### src/rtl/agu_issue_arbiter.sv
// Round-robin arbiter sharing the AGU0 issue slot between the memory issue queue (req0)
// and the replay/CMO queue (req1). Define AGU_ARB_PERF_EN to build the performance counters.
module agu_issue_arbiter #(
    parameter int ROB_W  = 6,
    parameter int DEST_W = 6,
    parameter int DATA_W = 32
) (
    input  logic              cpu_clock_i,
    input  logic              cpu_reset_n_i,
    input  logic              flush_i,
    input  logic              req0_vld_i,
    input  logic              req1_vld_i,
    output logic              req0_rdy_o,
    output logic              req1_rdy_o,
    input  logic [ROB_W-1:0]  req0_rob_i,
    input  logic              req0_cmo_i,
    input  logic [3:0]        req0_op_i,
    input  logic [DATA_W-1:0] req0_rs1_i,
    input  logic [DATA_W-1:0] req0_rs2_i,
    input  logic [DATA_W-1:0] req0_imm_i,
    input  logic [DEST_W-1:0] req0_dest_i,
    input  logic [ROB_W-1:0]  req1_rob_i,
    input  logic              req1_cmo_i,
    input  logic [3:0]        req1_op_i,
    input  logic [DATA_W-1:0] req1_rs1_i,
    input  logic [DATA_W-1:0] req1_rs2_i,
    input  logic [DATA_W-1:0] req1_imm_i,
    input  logic [DEST_W-1:0] req1_dest_i,
    output logic              agu_vld_o,
    output logic [ROB_W-1:0]  agu_rob_o,
    output logic              agu_cmo_o,
    output logic [3:0]        agu_op_o,
    output logic [DATA_W-1:0] agu_rs1_o,
    output logic [DATA_W-1:0] agu_rs2_o,
    output logic [DATA_W-1:0] agu_imm_o,
    output logic [DEST_W-1:0] agu_dest_o,
    input  logic              agu_busy_i,
    output logic [31:0]       perf_grant0_o,
    output logic [31:0]       perf_grant1_o,
    output logic [31:0]       perf_stall_o
);

    typedef struct packed {
        logic [ROB_W-1:0]  rob;
        logic              cmo;
        logic [3:0]        op;
        logic [DATA_W-1:0] rs1;
        logic [DATA_W-1:0] rs2;
        logic [DATA_W-1:0] imm;
        logic [DEST_W-1:0] dest;
    } uop_t;

    uop_t req0_uop, req1_uop, sel_uop, slot_q;
    logic vld_q;
    logic rr_ptr;
    logic slot_free;
    logic grant0, grant1;

    assign req0_uop = '{rob: req0_rob_i, cmo: req0_cmo_i, op: req0_op_i, rs1: req0_rs1_i,
                        rs2: req0_rs2_i, imm: req0_imm_i, dest: req0_dest_i};
    assign req1_uop = '{rob: req1_rob_i, cmo: req1_cmo_i, op: req1_op_i, rs1: req1_rs1_i,
                        rs2: req1_rs2_i, imm: req1_imm_i, dest: req1_dest_i};

    assign slot_free = !vld_q || !agu_busy_i;

    // NOTE: every always_comb output gets a default first so no path can infer a latch.
    always_comb begin
        grant0 = 1'b0;
        grant1 = 1'b0;
        if (!flush_i && slot_free && cpu_reset_n_i) begin
            grant0 = req0_vld_i && (!req1_vld_i || !rr_ptr);
            grant1 = req1_vld_i && (!req0_vld_i ||  rr_ptr);
        end
    end

    assign sel_uop    = grant1 ? req1_uop : req0_uop;
    assign req0_rdy_o = grant0;
    assign req1_rdy_o = grant1;

    // NOTE: state uses non-blocking assignments so all flops update from pre-edge values.
    always_ff @(posedge cpu_clock_i or negedge cpu_reset_n_i) begin
        if (!cpu_reset_n_i) begin
            vld_q  <= 1'b0;
            rr_ptr <= 1'b0;
            slot_q <= '0;
        end else if (flush_i) begin
            vld_q <= 1'b0;
        end else if (grant0 || grant1) begin
            vld_q  <= 1'b1;
            slot_q <= sel_uop;
            rr_ptr <= grant0;  // aim at the requester that just lost its turn
        end else if (vld_q && !agu_busy_i) begin
            vld_q <= 1'b0;
        end
    end

    assign agu_vld_o  = vld_q;
    assign agu_rob_o  = slot_q.rob;
    assign agu_cmo_o  = slot_q.cmo;
    assign agu_op_o   = slot_q.op;
    assign agu_rs1_o  = slot_q.rs1;
    assign agu_rs2_o  = slot_q.rs2;
    assign agu_imm_o  = slot_q.imm;
    assign agu_dest_o = slot_q.dest;

`ifdef AGU_ARB_PERF_EN
    logic [31:0] grant0_cnt, grant1_cnt, stall_cnt;

    // Counters ignore flush; they only track grants and blocked demand.
    always_ff @(posedge cpu_clock_i or negedge cpu_reset_n_i) begin
        if (!cpu_reset_n_i) begin
            grant0_cnt <= '0;
            grant1_cnt <= '0;
            stall_cnt  <= '0;
        end else begin
            if (grant0) grant0_cnt <= grant0_cnt + 32'd1;
            if (grant1) grant1_cnt <= grant1_cnt + 32'd1;
            if ((req0_vld_i || req1_vld_i) && !slot_free) stall_cnt <= stall_cnt + 32'd1;
        end
    end

    assign perf_grant0_o = grant0_cnt;
    assign perf_grant1_o = grant1_cnt;
    assign perf_stall_o  = stall_cnt;
`else
    assign perf_grant0_o = 32'd0;
    assign perf_grant1_o = 32'd0;
    assign perf_stall_o  = 32'd0;
`endif

endmodule

### config.mk
export PLATFORM = sky130hd
export DESIGN_NAME = agu_issue_arbiter
export DESIGN_NICKNAME = d
export VERILOG_FILES = /design/src/rtl/agu_issue_arbiter.sv
export SDC_FILE = /design/constraint.sdc
export NUM_CORES = 1
export LEC_CHECK = 0
export BUFFER_PORTS_ARGS = -buffer_cell sky130_fd_sc_hd__buf_4
export CELL_PAD_IN_SITES_DETAIL_PLACEMENT = 1
export CELL_PAD_IN_SITES_GLOBAL_PLACEMENT = 1
export CORE_AREA = 2 2 171 173
export CTS_CLUSTER_SIZE = 8
export DETAILED_ROUTE_END_ITERATION = 6
export DIE_AREA = 0 0 173 175
export PLACE_DENSITY_LB_ADDON = 0.1
export SETUP_SLACK_MARGIN = 0.02
export SLEW_MARGIN = 20
export SYNTH_ARGS = -nofsm -noshare
export SYNTH_HDL_FRONTEND = slang
export SYNTH_SLANG_ARGS = --single-unit
### constraint.sdc
create_clock -name cpu_clock_i -period 3.5 [get_ports cpu_clock_i]
set_input_delay 0.525 -clock cpu_clock_i [delete_from_list [all_inputs] [get_ports cpu_clock_i]]
set_output_delay 0.525 -clock cpu_clock_i [all_outputs]
set_load 0.02 [all_outputs]
Word level (Yosys, flattened, before mapping)
Index checks and enable logic that the tools add are counted.

operators by class
  mux-type cells = 6
  bitwise gates (word level) = 1
  reduce and logical (&&, ||, !) cells = 17

operators by type and width
  cell               count
  $mux 113           1
  $logic_not 1->1    6
  $logic_and 1x1->1  5
  $mux 1             5
  $logic_or 1x1->1   4
  $reduce_bool 3->1  1
  $reduce_and 2->1   1
  $not 1->1          1

word-level totals
  register bits = 115
  bits of input ports = 232
  output and inout port bits = 212
  word-level logic and storage cells = 33

Longest topological paths before layout
  word-level depth = 8
  depth in mapped cells = 6
  gate-level depth less buffers = 3

Least setup slack after synthesis
Ideal clock, no wire load.

  path kind = input port to output port
  start = input req0_vld_i
  end = output req1_rdy_o
  arrival = 1.419 ns
  required time = 2.975 ns
  path slack = 1.556 ns
  stages = 4
  cells stage by stage = nor2b_1 > buf_2 > clkbuf_1 > nor3_1

between the ends
  longest elaborated chain between the ends = 4

ends and longest elaborated chain
  item               line  RTL
  start, declared    11    input logic req0_vld_i,
  $logic_not 1->1    72    grant1 = req1_vld_i && (!req0_vld_i || rr_ptr);
  $logic_or 1x1->1   72
  $logic_and 1x1->1  72
  $mux 1             70    if (!flush_i && slot_free && cpu_reset_n_i) begin
  end, declared      14    output logic req1_rdy_o,

Every way passes these cells.

Worst setup path in the final report
  start = input cpu_reset_n_i
  end = output req1_rdy_o

between the ends
  longest elaborated chain between the ends = 2

ends and longest elaborated chain
  item               line  RTL
  start, declared    9     input logic cpu_reset_n_i,
  $logic_and 1x1->1  70
  $mux 1             70

Every way passes these cells.

==> impl_metrics.ini <==
[power]
power_switching_mw = 1.87
internal-power_mw = 3.70
pwr-share-clk_pct = 31.4
ir_worst_vdd_mv = 0.244
comb_power_share_pct = 35.9
p_per_area_nw_per_um2 = 582
p_leak_nw = 4.19
p_total_mw = 5.57
p_seq_share_pct = 32.7
p_sw_share_pct = 33.6

[clocking]
cts.path.max_buffers = 2
cts-resized-gates = 0
clk_latency_ns = 0.40
tritoncts = done
cts_sinks = 115
cts_root_buffer = clkbuf_16
path_clk_slew_ns = 0.06
ctsHoldBuffers = 0
htree_levels = 4
post_cts_buffers = 0
cts_buffers = 17

[timing]
fmax_ghz = 0.440
setup_violations = 0
fin_tns_setup_ns = 0
fin_skew_ns = 0.00655
rsz0062_at_grt = false
layout_setup_ws_ns = 1.23
finalHoldViolCount = 0
max_slew_margin_pct = 48.0
period_share_pct = 65.0
worst_pin_slew_ns = 0.780
min_period_ns = 2.27
maxSlewViolCount = 0

[floorplan]
die_w_um = 173
io_pins = 444
rows = 62
initial_core_util_pct = 22.9
dieArea_um2 = 30300
die_y_um = 175
core_area_um2 = 28400

[logic_synthesis]
synth-main-ff-cell = dfrtp_1
synth_top_family_by_area = compound AO/OA/AOI/OAI gates
synth_common_cells = 115 x dfrtp_1, 113 x o32ai_1, 96 x buf_4, 70 x a2bb2oi_2, 43 x a2bb2oi_1
synth.area.top_cells = dfrtp_1 44%, a2bb2oi_2 16%, o32ai_1 15%
yosysSeqAreaShare_pct = 44.2
yosysTopAreaCellShare_pct = 44.2
synth_compound_area_share_pct = 37.6
synth_most_common_cell = dfrtp_1
yosys_warnings = 0
synthCells = 516
yosys.area_share.simple_pct = 0.750
ys_ff_latch = 115
synth_edf_count = 0
synth.cell_area_um2 = 6510
syn-mean-instance-area_um2 = 12.6
ys_async_sr_fraction_pct = 100
synthMuxAreaShare_pct = 0
synthAdderAreaFrac_pct = 0
synth_top_cell_by_area = dfrtp_1
yosysUniqueCellTypes = 19
synth-xor-area-share_pct = 0

[global_route]
grt_max_degree = 66
grt_use_met3_pct = 6.44
use_met1_pct = 17.5
grt_use_total_pct = 15.7
grt_pass1_wl_um = 36400
antenna_found_initial = 1
grt_pass1_vias = 6052
overflow = 0
busiest_layer = met2
grtUsageMet2_pct = 27.3

[cells_and_area]
n_antenna_cell = 0
area_growth_pct = 47.2
nNetsFinal = 1062
fin_cells = 1225
final_core_util_pct = 33.7
fillers = 3196
drive_gt1_share_pct = 55.2

[worst_setup_path]
path_cells = buf_4, nor2b_1, nand2_1, nor3_1, buf_4
r2r_start = rr_ptr
critical_path.max_fanout = 31
max_stage_delay_ns = 0.35
required_ns = 2.97
endpoint_kind = output pin
cp-startpoint = cpu_reset_n_i
crit_slowest_cell = buf_4
crit_arrival_ns = 1.75
r2r_slack_ns = 1.63
cp-start-kind = input port
critPathKind = in2out
cp_common_cell = buf_4

[route]
initialDrtViolationCount = 233
vias_per_cell = 4.53
vias = 5550
remaining_drc_errors = 0
drt_first_pass_iters = 4
wl_um = 24400
detail-route-antenna-nets = 0
wire_per_inst_um = 19.9

[placed_design]
place_ws_ns = 1.05
place.gp.congestion = 0.834
io_buffers = 347
place_inst = 1195
hpwlAfterDp_um = 18500

[worst_hold_path]
hold_path.class = in2async

[flow_run]
drv_cap = 0

[outcome]
status = finished clean
[flip-flops by register name, indices dropped and copies added (netlist names)]
register,cells
agu_cmo_o,1
agu_dest_o,6
agu_imm_o,32
agu_op_o,4
agu_rob_o,6
agu_rs1_o,32
agu_rs2_o,32
agu_vld_o,1
rr_ptr,1
[layout make-up]
class | count | area (µm²) | share of cell area (%)
well taps | 384 | 480 | 5.02
inverters | 1 | 5.00 | 0.0522
flip-flops and latches | 115 | 2880 | 30.0
repair buffers | 360 | 2740 | 28.6
multi-input cells | 335 | 2890 | 30.1
clock inverters | 10 | 134 | 1.40
clock buffers | 20 | 457 | 4.77
[power by group through the flow]
stage          Sequential, mW  Clock, mW  Combinational, mW
6_report                 1.82       1.75               2.00
5_1_grt                  1.86       1.89               2.13
4_1_cts                  1.83       1.82               2.03
3_5_place_dp             1.84          0               2.03
3_3_place_gp             1.84          0               2.01
2_1_floorplan            2.15          0              0.882
[per-layer routing]
layer | up-vias | wire length [µm]
met5 | - | 9
met4 | 2 | 401
met3 | 25 | 2290
met2 | 291 | 12300
met1 | 2720 | 9420
li1 | 2512 | -
[cell usage in the layout (no fill, tap or decap)]
cell type / count
nand2_1: 2
nor4bb_4: 1
a31oi_1: 2
a21bo_4: 1
nor2b_4: 1
nor2_1: 2
a2bb2oi_2: 70
dfrtp_1: 115
conb_1: 96
clkinv_2: 5
buf_4: 357
nor3_1: 1
clkinvlp_4: 2
a2bb2oi_1: 43
o32ai_1: 113
nor2b_1: 1
buf_12: 3
and2_4: 1
bufinv_16: 3
clkbuf_16: 17
clkbuf_1: 1
o22ai_1: 1
clkbuf_8: 2
clkinv_4: 1
[worst max-delay path: cells and delay by family]
kind | cells | cell delay, ns
buffers and inverters | 2 | 0.53
AND/OR/NAND/NOR | 3 | 0.66
[through the flow]
step           area, µm²  hold slack, ns
3_5_place_dp        8990           0.505
5_1_grt             9580          0.0601
3_3_place_gp        8990           0.499
6_report            9580          0.0595
2_1_floorplan       6870           0.229
4_1_cts             9580          0.0504
[final timing paths]
path / to / cells after the start
setup reg to reg: agu_rs2_o[27] / 4
min in group cpu_clock_i: rr_ptr / 2
hold / removal: agu_dest_o[3] / 1
max in group asynchronous: agu_rs2_o[26] / 3
setup / recovery: req1_rdy_o / 5
hold reg to reg: agu_rs1_o[10] / 1
[cell families (layout without fill, tap and decap cells)]
| group | Yosys count | count (layout) |
|---|---|---|
| other | 1 | 96 |
| DFF | 115 | 115 |
| AOI/OAI and AO/OA | 230 | 230 |
| and+or+nand+nor | 9 | 9 |
| buffers and inverters | 161 | 391 |
(Power assumes the default switching activity.)
